**src/rtl/cpu_types_pkg.sv**
```systemverilog
// Shared CPU types for the memory subsystem.
//   word_t      : 32-bit machine word
//   ramstate_t  : RAM handshake status reported back to the arbiter
//   arb_state_t : memory arbiter grant state
package cpu_types_pkg;

    typedef logic [31:0] word_t;

    typedef enum logic [1:0] {
        FREE   = 2'd0,
        BUSY   = 2'd1,
        ACCESS = 2'd2,
        ERROR  = 2'd3
    } ramstate_t;

    typedef enum logic [1:0] {
        ARB_IDLE  = 2'd0,
        ARB_DATA  = 2'd1,
        ARB_INSTR = 2'd2
    } arb_state_t;

endpackage

```
**src/rtl/memory_arbiter.sv**
```systemverilog
// memory_arbiter: shares the single RAM port between instruction fetch and
// data access. Data normally wins; after STARVE_MAX data completions with a
// fetch pending, the fetch is forced. A grant lasts one whole RAM transaction
// and every transaction is separated by one ARB_IDLE cycle.
//
// Ports
//   CLK, nRST                  clock, synchronous active-low reset
//   iREN, iaddr                instruction read request / address
//   iwait, iload               fetch wait (low on completion) / fetch data
//   dREN, dWEN, daddr, dstore  data read/write request, address, write value
//   dwait, dload               data wait (low on completion) / read data
//   ramREN, ramWEN, ramaddr,   RAM request side, driven combinationally
//   ramstore                   from the granted requester
//   ramload, ramstate          RAM read data and handshake status
module memory_arbiter
    import cpu_types_pkg::*;
#(
    parameter  int unsigned STARVE_MAX = 4,
    localparam int unsigned CNT_W      = $clog2(STARVE_MAX + 1)
) (
    input  logic      CLK,
    input  logic      nRST,
    input  logic      iREN,
    input  word_t     iaddr,
    output logic      iwait,
    output word_t     iload,
    input  logic      dREN,
    input  logic      dWEN,
    input  word_t     daddr,
    input  word_t     dstore,
    output logic      dwait,
    output word_t     dload,
    output logic      ramREN,
    output logic      ramWEN,
    output word_t     ramaddr,
    output word_t     ramstore,
    input  word_t     ramload,
    input  ramstate_t ramstate
);

    localparam logic [CNT_W-1:0] CNT_MAX = CNT_W'(STARVE_MAX);

    arb_state_t       state_q, state_d;
    logic [CNT_W-1:0] starve_cnt_q, starve_cnt_d;

    always_ff @(posedge CLK) begin
        if (!nRST) begin
            state_q      <= ARB_IDLE;
            starve_cnt_q <= '0;
        end else begin
            state_q      <= state_d;
            starve_cnt_q <= starve_cnt_d;
        end
    end

    // Read data is passed straight through; the wait strobes qualify it.
    assign iload = ramload;
    assign dload = ramload;

    always_comb begin
        state_d      = state_q;
        starve_cnt_d = starve_cnt_q;
        ramREN       = 1'b0;
        ramWEN       = 1'b0;
        ramaddr      = '0;
        ramstore     = '0;
        iwait        = 1'b1;
        dwait        = 1'b1;

        unique case (state_q)
            ARB_IDLE: begin
                if (iREN && (starve_cnt_q == CNT_MAX)) begin
                    state_d = ARB_INSTR;
                end else if (dREN || dWEN) begin
                    state_d = ARB_DATA;
                end else if (iREN) begin
                    state_d = ARB_INSTR;
                end
            end

            ARB_DATA: begin
                if (!(dREN || dWEN)) begin
                    // Requester withdrew: release the port without completing.
                    state_d = ARB_IDLE;
                end else begin
                    ramaddr  = daddr;
                    ramstore = dstore;
                    ramWEN   = dWEN;
                    ramREN   = dREN & ~dWEN;
                    if (ramstate == ACCESS) begin
                        dwait   = 1'b0;
                        state_d = ARB_IDLE;
                        if (!iREN) begin
                            starve_cnt_d = '0;
                        end else if (starve_cnt_q != CNT_MAX) begin
                            starve_cnt_d = starve_cnt_q + CNT_W'(1);
                        end
                    end else if (ramstate == ERROR) begin
                        // Drop back to IDLE so the retry is re-arbitrated.
                        state_d = ARB_IDLE;
                    end
                end
            end

            ARB_INSTR: begin
                if (!iREN) begin
                    state_d = ARB_IDLE;
                end else begin
                    ramaddr = iaddr;
                    ramREN  = 1'b1;
                    if (ramstate == ACCESS) begin
                        iwait        = 1'b0;
                        starve_cnt_d = '0;
                        state_d      = ARB_IDLE;
                    end else if (ramstate == ERROR) begin
                        state_d = ARB_IDLE;
                    end
                end
            end

            default: state_d = ARB_IDLE;
        endcase
    end

endmodule
```
**config.mk**
```make
export PLATFORM = sky130hd
export DESIGN_NAME = memory_arbiter
export DESIGN_NICKNAME = d
export VERILOG_FILES = /design/src/rtl/cpu_types_pkg.sv /design/src/rtl/memory_arbiter.sv
export SDC_FILE = /design/constraint.sdc
export NUM_CORES = 1
export LEC_CHECK = 0
export CAP_MARGIN = 40
export CORE_AREA = 2 2 105 107
export CTS_BUF_LIST = sky130_fd_sc_hd__clkbuf_4 sky130_fd_sc_hd__clkbuf_8
export DETAILED_ROUTE_END_ITERATION = 6
export DIE_AREA = 0 0 107 109
export PLACE_DENSITY = 0.69
export SLEW_MARGIN = 40
export SYNTH_ARGS = -nofsm -noshare
export SYNTH_HDL_FRONTEND = slang
export SYNTH_SLANG_ARGS = --single-unit
```
**constraint.sdc**
```tcl
create_clock -name CLK -period 1.4 [get_ports CLK]
set_input_delay 0.21 -clock CLK [delete_from_list [all_inputs] [get_ports CLK]]
set_output_delay 0.21 -clock CLK [all_outputs]
set_load 0.03 [all_outputs]
```
== After elaboration in Yosys (flattened, before gate mapping) ==
Index checks and enable logic that the tools add are counted.

* Input bits: 135
* Flip-flop bits (word level): 5
* Output and inout port bits: 132

* Reductions and logical operators: 5
* Equality and inequality tests: 12
* Multiplexer cells: 30
* Bitwise logic cells: 2
* Add/subtract/negate cells: 1

{| class="wikitable"
|+ Operators by type and width
! cell !! number
|-
| two-way mux 32 bit || 4
|-
| one-hot mux 32 bit (2 select lines) || 1
|-
| two-way mux 3 bit || 6
|-
| two-way mux 2 bit || 7
|-
| two-way mux 1 bit || 9
|-
| != test 2 bit (second input constant) || 4
|-
| equality test 2 bit (second input constant) || 3
|-
| != test 3 bit (second input constant) || 2
|-
| one-hot mux 2 bit (3 select lines) || 1
|-
| one-hot mux 3 bit (2 select lines) || 1
|-
| AND reduction 6 bit || 1
|-
| != test 4 bit (second input constant) || 1
|-
| adder 3 x 1 -> 3 bit (second input constant) || 1
|-
| equality test 3 bit (second input constant) || 1
|-
| equality test 2 x 1 -> 1 bit (second input constant) || 1
|-
| logical NOT 2 bit || 1
|-
| one-hot mux 1 bit (2 select lines) || 1
|-
| nonzero test 2 bit || 1
|-
| bitwise AND 1 bit || 1
|-
| logical AND 1 bit || 1
|-
| logical OR 1 bit || 1
|-
| NOT 1 bit || 1
|}

== Longest topological paths before layout ==
Gate-level depths: netlist of run 1.

* Word-level depth: 6
* Mapped depth: 7

== Worst setup path after synthesis of run 1 ==
No wires, ideal clock.

* Kind: register to output
* Start point: reg state_q[1]
* End point: out ramaddr[18]
* Arrival: 1.562 ns
* Slack: -0.372 ns
* Required time: 1.190 ns
* Cell stages (with the launch flop): 8
* Path buffers: 2
* Cells stage by stage: dfxtp_1 inv_1 ha_1 o21a_2 buf_6 buf_2 a22oi_1 nor2b_1

* Word-level cells in the longest chain between the ends: 2
* Elaborated cells between the ends (all ways): 3
* Classes of those cells: eq/ne: 2; mux: 1

{| class="wikitable"
|+ RTL lines
! element !! line !! text
|-
| from (decl) || memory_arbiter.sv:43 || <nowiki>arb_state_t state_q, state_d;</nowiki>
|-
| from (signal assigned) || memory_arbiter.sv:51 || <nowiki>state_q <= state_d;</nowiki>
|-
| equality test 2 bit / equality test 2 x 1 -> 1 bit (equally long branches) || memory_arbiter.sv:70 || <nowiki>unique case (state_q)</nowiki>
|-
| one-hot mux 32 bit (2 select lines) * || memory_arbiter.sv:70 ||
|-
| to (decl) || memory_arbiter.sv:35 || <nowiki>output word_t ramaddr,</nowiki>
|}

Mark *: on every way between the ends. The rest lies on a longest branch, timed or not.

== Worst setup path after layout of run 1 ==
* Start point: in dWEN
* End point: out ramaddr[1]

* Word-level cells in the longest chain between the ends: 3

{| class="wikitable"
|+ RTL lines
! element !! line !! text
|-
| from (decl) || memory_arbiter.sv:28 || <nowiki>input logic dWEN,</nowiki>
|-
| logical OR 1 bit || memory_arbiter.sv:82 || <nowiki>if (!(dREN || dWEN)) begin</nowiki>
|-
| two-way mux 32 bit || memory_arbiter.sv:82 ||
|-
| one-hot mux 32 bit (2 select lines) || memory_arbiter.sv:70 ||
|}

Every way passes these cells.

==> flow_metrics.tcl, run 1 <==
set metrics [dict create \
    placed_area_um2 3487 \
    setup_tns_ps -22260 \
    grt_overflow 0 \
    synth_cell_types 28 \
    fin_crit_sh 1.278 \
    hold_slack_ps 420.0 \
    max_stage_delay_ps 450 \
    synth_top_family_by_area "buffers and inverters" \
    synth-seq-area-share 0.06163 \
    slowest_stage "clkdlybuf4s50_1" \
    clk_latency_ps 220 \
    synthCells 227 \
    power_frac_seq 0.075 \
    path_cells "clkdlybuf4s50_1 -> o21a_4 -> clkbuf_16 -> a22oi_2 -> nor2b_4 -> buf_6" \
    place_congestion 0.7162 \
    rsz0062_at_grt "yes" \
    irDropWorstVdd_mv 0.2782 \
    core_um2 10600 \
    cts_sinks 5 \
    cp.depth 6 \
    p_sw_uw 780.5 \
    dr.pass1.iters 4 \
    maxCapViolCount 0 \
    setup_violations 69 \
    cpLargestDelayFamily "buffers and inverters" \
    cts_buffers 3 \
    skew_ps 1.418 \
    grt_pass1_vias 2031 \
    cts_tree "yes" \
    max_freq_mhz 558.9 \
    synthAdderAreaFrac 0.04622 \
    diodes 0 \
    layout_min_cycle_time_ps 1789 \
    cts_root_buf "clkbuf_8" \
    syn_nets 368 \
    failed_checks "setup timing" \
    drc 0 \
    finalNetCount 496 \
    layout-drive-gt1-share 0.6299 \
    multi_input_area_um2 1508 \
    p_comb_frac 0.791 \
    ioPinCount 267 \
    hpwl_mm 5.157 \
    viasPerCell 3.964 \
    num_rows 38 \
    die_h_um 109 \
    first_iter_violations 32 \
    whs_path_depth 0 \
    start_kind "input port" \
    dr_total_vias 1958 \
    worst_pin_slew_ps 247.7 \
    layout_commonest_cell "clkdlybuf4s50_1" \
    yosys.area_share.simple 0.3320 \
    synth_compound_area_frac 0.1957 \
    yosys_register_bits 5 \
    grt_usage 0.1032 \
    seqCellArea_um2 107.6 \
    relSlewSlack 0.8339 \
    switching_share 0.3638 \
    routed_wl_mm 7.615 \
    postLayoutCellArea_um2 4091 \
    layout_common_cells "102 x clkdlybuf4s50_1, 69 x buf_6, 32 x and2_4, 32 x a22oi_2, 31 x nor2b_4" \
    syn2layout_area_growth_pct 151.9 \
    die-width_um 107 \
    antenna_found_initial 0 \
    portBuffers 170 \
    required_ps 1190 \
    clockBufferDepth 2 \
    intPower_uw 1365 \
    synth-warning-count 0 \
    design.die.area_um2 11660 \
    synth_area_um2 1624 \
    hold_class "input port to output pin" \
    grt_pass1_wl_mm 9.777 \
    routedWlPerCell_um 15.41 \
    antenna_left 0 \
    worstSetupPathType "input port to output pin" \
    cp_max_fo 12 \
    total_power_uw 2146 \
    initial_core_util 0.1532 \
    cp.arrival_ps 1580 \
    finalHoldViolCount 0 \
    r2r_cells 7 \
    grt_max_degree 41 \
    cts_max_level 1 \
    synth-xor-area-share 0 \
    p_per_area_nw_per_um2 524.4 \
    critPathBufInv 3 \
    final_max_slew_viol_count 0 \
    p_clk_frac 0.134 \
    fin_ws_ps -389.1 \
    synth.avg_cell_area_um2 7.154 \
    end_kind "output pin" \
    fillers 1028 \
    p_leak_uw 0.001586 \
    outcome "finished with violations" \
    synthMuxAreaShare 0.01233 \
]
-- final cells by class --
cell class	count	share of cell area
clock buffer	4	0.01193
inverter	5	0.005810
multi-input combinational	138	0.3685
sequential	5	0.02630
tap	140	0.04281
timing repair buffer	202	0.5446
-- sequential cells by signal (all words and copies together), names as in the netlist --
signal / count
state_q: 2
starve_cnt_q: 3
-- final timing paths --
path                        start              end  slack [ps]
setup reg to reg       state_q[0]       state_q[1]         -80
setup / recovery             dWEN       ramaddr[1]        -390
hold reg to reg   starve_cnt_q[2]  starve_cnt_q[2]         500
hold / removal        ramload[15]        dload[15]         420
-- per-layer routing --
metal / GRT usage / routed length (um)
met5: 0 / 0
met4: 0.03618 / 108
met3: 0.02510 / 529
met2: 0.1979 / 4414
met1: 0.1096 / 2564
-- synthesized netlist by cell type (all sizes together) --
| cell type | count | share of area |
|---|---|---|
| buf | 73 | 0.33 |
| and2 | 35 | 0.13 |
| nor2b | 34 | 0.13 |
| a22oi | 32 | 0.15 |
| nand2 | 7 | 0.016 |
| clkbuf | 6 | 0.014 |
| ha | 6 | 0.046 |
| dfxtp | 5 | 0.062 |
| inv | 5 | 0.012 |
| o21ai | 4 | 0.012 |
| nand3 | 3 | 0.0092 |
| nor2 | 3 | 0.0085 |
| a32o | 2 | 0.012 |
| mux2i | 2 | 0.012 |
| nand3b | 2 | 0.0092 |
| and3 | 1 | 0.0039 |
| and4 | 1 | 0.0054 |
| and4b | 1 | 0.0062 |
| nand2b | 1 | 0.0039 |
| o21a | 1 | 0.0054 |
| o31ai | 1 | 0.0077 |
| o32ai | 1 | 0.010 |
| or2 | 1 | 0.0039 |
-- kinds of logic (layout without fill, tap and decap cells) --
group | Yosys count | after routing
AO/OA/AOI/OAI | 41 | 41
adder cells (fa/ha/maj) | 6 | 6
buffers and inverters | 84 | 211
flip-flops | 5 | 5
multiplexers | 2 | 2
AND/OR/NAND/NOR | 89 | 89
-- per-stage QoR --
stage                 util  cells  worst slack, ps
floorplan                -    227           -45.51
global placement    0.3289    480           -378.8
detailed placement  0.3289    480           -401.6
CTS                 0.3651    486           -384.9
global route        0.3859    494           -441.9
finish              0.3859    494           -389.1
-- what timing repair did --
| action | 4_1_cts | 5_1_grt |
|---|---|---|
| buffers inserted | 1 | 2 |
| resized for setup | 88 | 15 |
| endpoints found under the setup margin | 73 | 73 |
| gates cloned | 1 | 7 |
| pin swaps | 12 | 31 |
| hold buffers | 0 | 0 |
-- power groups by stage --
stage / logic [uW] / registers, uW / clock network, uW
6_report: 1700 / 160 / 287
5_1_grt: 1790 / 161 / 311
4_1_cts: 1580 / 160 / 301
3_5_place_dp: 1400 / 161 / 0
3_3_place_gp: 1390 / 161 / 0
2_1_floorplan: 1150 / 161 / 0
No activity file was read; power rests on OpenSTA's default activity.
==> inputs of run 2 (changes only) <==
--- a/config.mk
+++ b/config.mk
@@ -10,7 +10,7 @@
 export CTS_BUF_LIST = sky130_fd_sc_hd__clkbuf_4 sky130_fd_sc_hd__clkbuf_8
 export DETAILED_ROUTE_END_ITERATION = 6
 export DIE_AREA = 0 0 107 109
-export PLACE_DENSITY = 0.69
+export PLACE_DENSITY_LB_ADDON = 0.25
 export SLEW_MARGIN = 40
 export SYNTH_ARGS = -nofsm -noshare
 export SYNTH_HDL_FRONTEND = slang
==> constraint.sdc (replaced) <==
create_clock -name CLK -period 2.2 [get_ports CLK]
set_input_delay 0.33 -clock CLK [delete_from_list [all_inputs] [get_ports CLK]]
set_output_delay 0.33 -clock CLK [all_outputs]
set_load 0.03 [all_outputs]
==> run 2 against run 1 <==
  * The flow now finishes without violations
  * Combinational power fell by 59%
  * Die area unchanged
  * Via count down 4.7%
  * Final area is 27% lower
  * Register-to-register slack improved by 710 ps
  * Flip-flop and latch count stayed put
  * Total power shrank 54%
  * Sequential share of layout area increased by 0.76 points
  * Wire length down 17%
  * Critical path type unchanged
  * Critical endpoint unchanged
  * Largest cell class unchanged
  * Largest power group unchanged
  * Highest routed layer unchanged
==> flow_metrics.tcl, run 2 (same netlist as run 1, synthesis figures left out) <==
set metrics [dict create \
    required_ps 1870 \
    cts_buffers 3 \
    switching_share 0.3791 \
    worstSetupPathType "input port to output pin" \
    setup_violations 0 \
    drc 0 \
    rr_startpoint "state_q[0]" \
    layout_common_cells "102 x clkdlybuf4s50_1, 64 x buf_4, 35 x and2_1, 34 x nor2b_1, 32 x a22oi_1" \
    finalHoldViolCount 0 \
    reg2reg_to "state_q[1]" \
    syn2layout_area_growth_pct 84.21 \
    hpwl_mm 5.195 \
    intPower_uw 609.3 \
    final_max_slew_viol_count 0 \
    initial_core_util 0.1532 \
    viasPerCell 3.987 \
    grt_usage 0.09744 \
    layout_commonest_cell "clkdlybuf4s50_1" \
    cts_tree "yes" \
    grt_pass1_wl_mm 9.232 \
    p_clk_frac 0.185 \
    layout-drive-gt1-share 0.2591 \
    maxCapViolCount 0 \
    clk_latency_ps 220 \
    cts_sinks 5 \
    whs_path_depth 2 \
    cp_max_fo 45 \
    post_cts_resized 0 \
    relSlewSlack 0.7200 \
    postLayoutCellArea_um2 2992 \
    grt_max_degree 46 \
    cts_max_level 1 \
    cts_setup_buffers 0 \
    hold_slack_ps 479.1 \
    r2r_cells 7 \
    fillers 1147 \
    largest_registers "starve_cnt_q: 3 flops, state_q: 2 flops" \
    grt_pass1_vias 1862 \
    dr.pass1.iters 4 \
    outcome "completed" \
    rrSetupSlack_ps 630 \
    total_power_uw 981.3 \
    cts_root_buf "clkbuf_8" \
    routed_wl_mm 6.292 \
    first_iter_violations 66 \
    p_comb_frac 0.712 \
    design.die.area_um2 11660 \
    core_um2 10600 \
    antenna_found_initial 0 \
    min_from "starve_cnt_q[2]" \
    grt_overflow 0 \
    power_frac_seq 0.102 \
    skew_ps 1.693 \
    start_kind "input port" \
    die_h_um 109 \
    layout_min_cycle_time_ps 2066 \
    clockBufferDepth 2 \
    hold_class "register to register" \
    ioPinCount 267 \
    hold_buffers 0 \
    p_sw_uw 372.0 \
    p_leak_uw 0.001196 \
    rsz0062_at_grt "no" \
    fin_crit_sh 0.9390 \
    holdPathEnd "starve_cnt_q[2]" \
    irDropWorstVdd_mv 0.1105 \
    setup_tns_ps 0 \
    max_freq_mhz 484.1 \
    dr_total_vias 1866 \
    worst_pin_slew_ps 419.2 \
    placed_area_um2 2935 \
    end_kind "output pin" \
    dpl_worst_slack_ps 144.5 \
    fin_ws_ps 134.1 \
    p_per_area_nw_per_um2 328.0 \
    portBuffers 170 \
    largest_register "starve_cnt_q" \
    cp.arrival_ps 1740 \
    place_congestion 0.6810 \
    num_rows 38 \
    routedWlPerCell_um 13.44 \
    largest_reg_flops 3 \
    finalNetCount 470 \
    antenna_left 0 \
    die-width_um 107 \
    clk_pin_slew_ps 40 \
    diodes 0 \
]
[run 2: changes by cell type in the layout (fill, tap and decap cells not counted), sizes merged]
cell,delta
buf,-21
clkbuf,-5
[run 2: layer usage]
metal  track usage  part of all wire
met5             0                 0
met4       0.03896             0.029
met3       0.02869              0.11
met2        0.1783              0.50
met1        0.1053              0.36
[run 2: final cells by class]
cell class,instances,area (um^2),share of cell area
Timing Repair Buffer,176,1693,0.5659
Clock buffer,4,48.80,0.01631
Multi-Input combinational cell,138,954.7,0.3191
Sequential cell,5,101.3,0.03388
Inverter,5,18.77,0.006274
Tap cell,140,175.2,0.05855
[run 2: worst max-delay path by stage]
stage,startpoint,endpoint,slack [ps]
detailed placement,dREN,ramaddr[1],140
global route,iREN,ramaddr[12],20
CTS,state_q[0],ramaddr[23],60
floorplan,state_q[1],ramaddr[18],310
global placement,iREN,ramaddr[1],140
finish,dREN,ramaddr[1],130
[run 2: power groups by stage]
| stage | sequential (uW) | combinational, uW | clock (uW) |
|---|---|---|---|
| floorplan | 99.9 | 553 | 0 |
| global placement | 101 | 705 | 0 |
| detailed placement | 101 | 707 | 0 |
| CTS | 100 | 709 | 186 |
| global route | 101 | 752 | 192 |
| finish | 100 | 699 | 182 |
[run 2: critical path: stages]
cell and delay (ps):
clkdlybuf4s50_1 460, o21a_2 250, buf_12 170, a22oi_1 250, nor2b_1 80, buf_4 170
[run 2: stage by stage]
stage / std cells / util
after floorplan: 227 / -
after global placement: 464 / 0.2768
after detailed placement: 464 / 0.2768
after CTS: 468 / 0.2814
after global routing: 468 / 0.2822
final: 468 / 0.2822
==> inputs of run 3 (changes only) <==
--- a/config.mk
+++ b/config.mk
@@ -11,6 +11,7 @@
 export DETAILED_ROUTE_END_ITERATION = 6
 export DIE_AREA = 0 0 107 109
 export PLACE_DENSITY_LB_ADDON = 0.25
+export REMOVE_ABC_BUFFERS = 1
 export SLEW_MARGIN = 40
 export SYNTH_ARGS = -nofsm -noshare
 export SYNTH_HDL_FRONTEND = slang
==> run 3 against run 2 <==
  * Via count up 7.2%
  * Die area stayed put
  * Combinational power rose by 4.4%
  * Final area up 2.8%
  * First-iteration DRC count up 48%
  * Fmax shrank 0.40%
  * Total power up 3.1%
  * Worst setup slack worse by 8.2 ps
  * Sequential share of layout area is 0.091 points lower
  * Largest cell class unchanged
  * Largest power group unchanged
==> flow_metrics.tcl, run 3 (same netlist as run 1, synthesis figures left out) <==
set metrics [dict create \
    grt_usage 0.1361 \
    portBuffers 170 \
    grt_overflow 0 \
    hold_buffers 0 \
    final_max_slew_viol_count 0 \
    core_um2 10600 \
    slowest_stage "dfxtp_1" \
    cts_tree "yes" \
    irDropWorstVdd_mv 0.2267 \
    cts_buffers 3 \
    holdPathEnd "starve_cnt_q[2]" \
    hold_slack_ps 474.5 \
    worst_pin_slew_ps 306.7 \
    place_congestion 0.7115 \
    maxCapViolCount 0 \
    outcome "completed" \
    end_kind "output pin" \
    grt_pass1_wl_mm 11.81 \
    path_cells "inv_1 -> ha_2 -> o21a_4 -> buf_8 -> a22oi_1 -> nor2b_1 -> buf_12" \
    initial_core_util 0.1532 \
    finalHoldViolCount 0 \
    cts_root_buf "clkbuf_8" \
    p_per_area_nw_per_um2 329.0 \
    dpl_worst_slack_ps 71.08 \
    clk_pin_slew_ps 40 \
    min_from "starve_cnt_q[2]" \
    viasPerCell 4.222 \
    setup_violations 0 \
    finalNetCount 476 \
    p_leak_uw 0.001231 \
    rr_startpoint "state_q[0]" \
    cts_sinks 5 \
    routedWlPerCell_um 19.12 \
    relSlewSlack 0.7949 \
    ioPinCount 267 \
    layout_common_cells "103 x clkdlybuf4s50_1, 65 x buf_4, 34 x nor2b_1, 34 x and2_1, 32 x a22oi_1" \
    dr.pass1.iters 4 \
    layout_min_cycle_time_ps 2074 \
    max_stage_delay_ps 340 \
    hold_class "register to register" \
    start_kind "register" \
    diodes 0 \
    layout-drive-gt1-share 0.2665 \
    whs_path_depth 2 \
    cts_setup_buffers 0 \
    grt_pass1_vias 1921 \
    max_freq_mhz 482.1 \
    layout_commonest_cell "clkdlybuf4s50_1" \
    dr_total_vias 2001 \
    syn2layout_area_growth_pct 89.29 \
    cp_max_fo 18 \
    cts_max_level 1 \
    antenna_left 0 \
    largest_registers "starve_cnt_q: 3 flops, state_q: 2 flops" \
    design.die.area_um2 11660 \
    clk_latency_ps 220 \
    skew_ps 0.7643 \
    r2r_cells 7 \
    clockBufferDepth 2 \
    largest_register "starve_cnt_q" \
    grt_max_degree 48 \
    num_rows 38 \
    required_ps 1870 \
    first_iter_violations 98 \
    drc 0 \
    cp.arrival_ps 1740 \
    die-width_um 107 \
    rrSetupSlack_ps 570 \
    die_h_um 109 \
    routed_wl_mm 9.064 \
    reg2reg_to "state_q[0]" \
    worstSetupPathType "register to output pin" \
    antenna_found_initial 0 \
    hpwl_mm 7.431 \
    fin_ws_ps 125.9 \
    largest_reg_flops 3 \
    fin_crit_sh 0.9428 \
]
## run 3: worst max-delay path by stage
stage | from | to | slack, ps | depth (start not counted)
detailed placement | iREN | ramaddr[29] | 70 | 6
finish | state_q[1] | ramaddr[8] | 130 | 7
global route | state_q[0] | ramaddr[29] | -0.5 | 7
floorplan | state_q[0] | ramaddr[0] | 3 | 5
global placement | dWEN | dwait | 80 | 4
CTS | state_q[0] | ramaddr[29] | 20 | 6
## run 3: layer usage
layer  part of all wire  wire length [um]  vias up  track usage
met1               0.39              3505      884       0.1507
met3               0.22              1958       10       0.1405
met5                  0                 0        -      0.04018
met2               0.39              3571      199       0.1852
li1                   -                 -      908            -
met4             0.0032                29        0      0.01113
## run 3: repair_timing
item                                    CTS  global route
endpoints found under the setup margin    3            31
resized for setup                         3             6
cloned                                    0             1
## run 3: power breakdown
part	total, uW	internal, uW	switching (uW)	leakage (uW)
Sequential	101	95.9	4.91	0.0000409
Combinational	730	395	334	0.00116
Clock	181	137	44.1	0.0000262
## run 3: worst max-delay path: cells and delay by family (launching register included)
| kind | cells | cell delay, ps |
|---|---|---|
| buffers and inverters | 3 | 430 |
| flip-flops | 1 | 340 |
| AO/OA/AOI/OAI | 2 | 320 |
| adder cells (fa/ha/maj) | 1 | 220 |
| AND/OR/NAND/NOR | 1 | 210 |
## run 3: area by class of cell
| class | instances | area, um^2 |
|---|---|---|
| well taps | 140 | 175.2 |
| multi-input cells | 138 | 962.2 |
| clock buffers | 4 | 48.80 |
| fillers | 1148 | 7528 |
| flip-flops and latches | 5 | 101.3 |
| repair buffers | 182 | 1768 |
| inverters | 5 | 18.77 |
## run 3: stage by stage
step	total power, uW	TNS (ps)	cells	util	cell area, um^2
2_1_floorplan	413.7	0	148	-	1071
3_5_place_dp	819.1	0	469	0.2811	2980
6_report	1011	0	474	0.2899	3074
3_3_place_gp	815.4	0	469	0.2811	2980
5_1_grt	1077	-0.4521	474	0.2899	3074
4_1_cts	1011	0	473	0.2858	3030
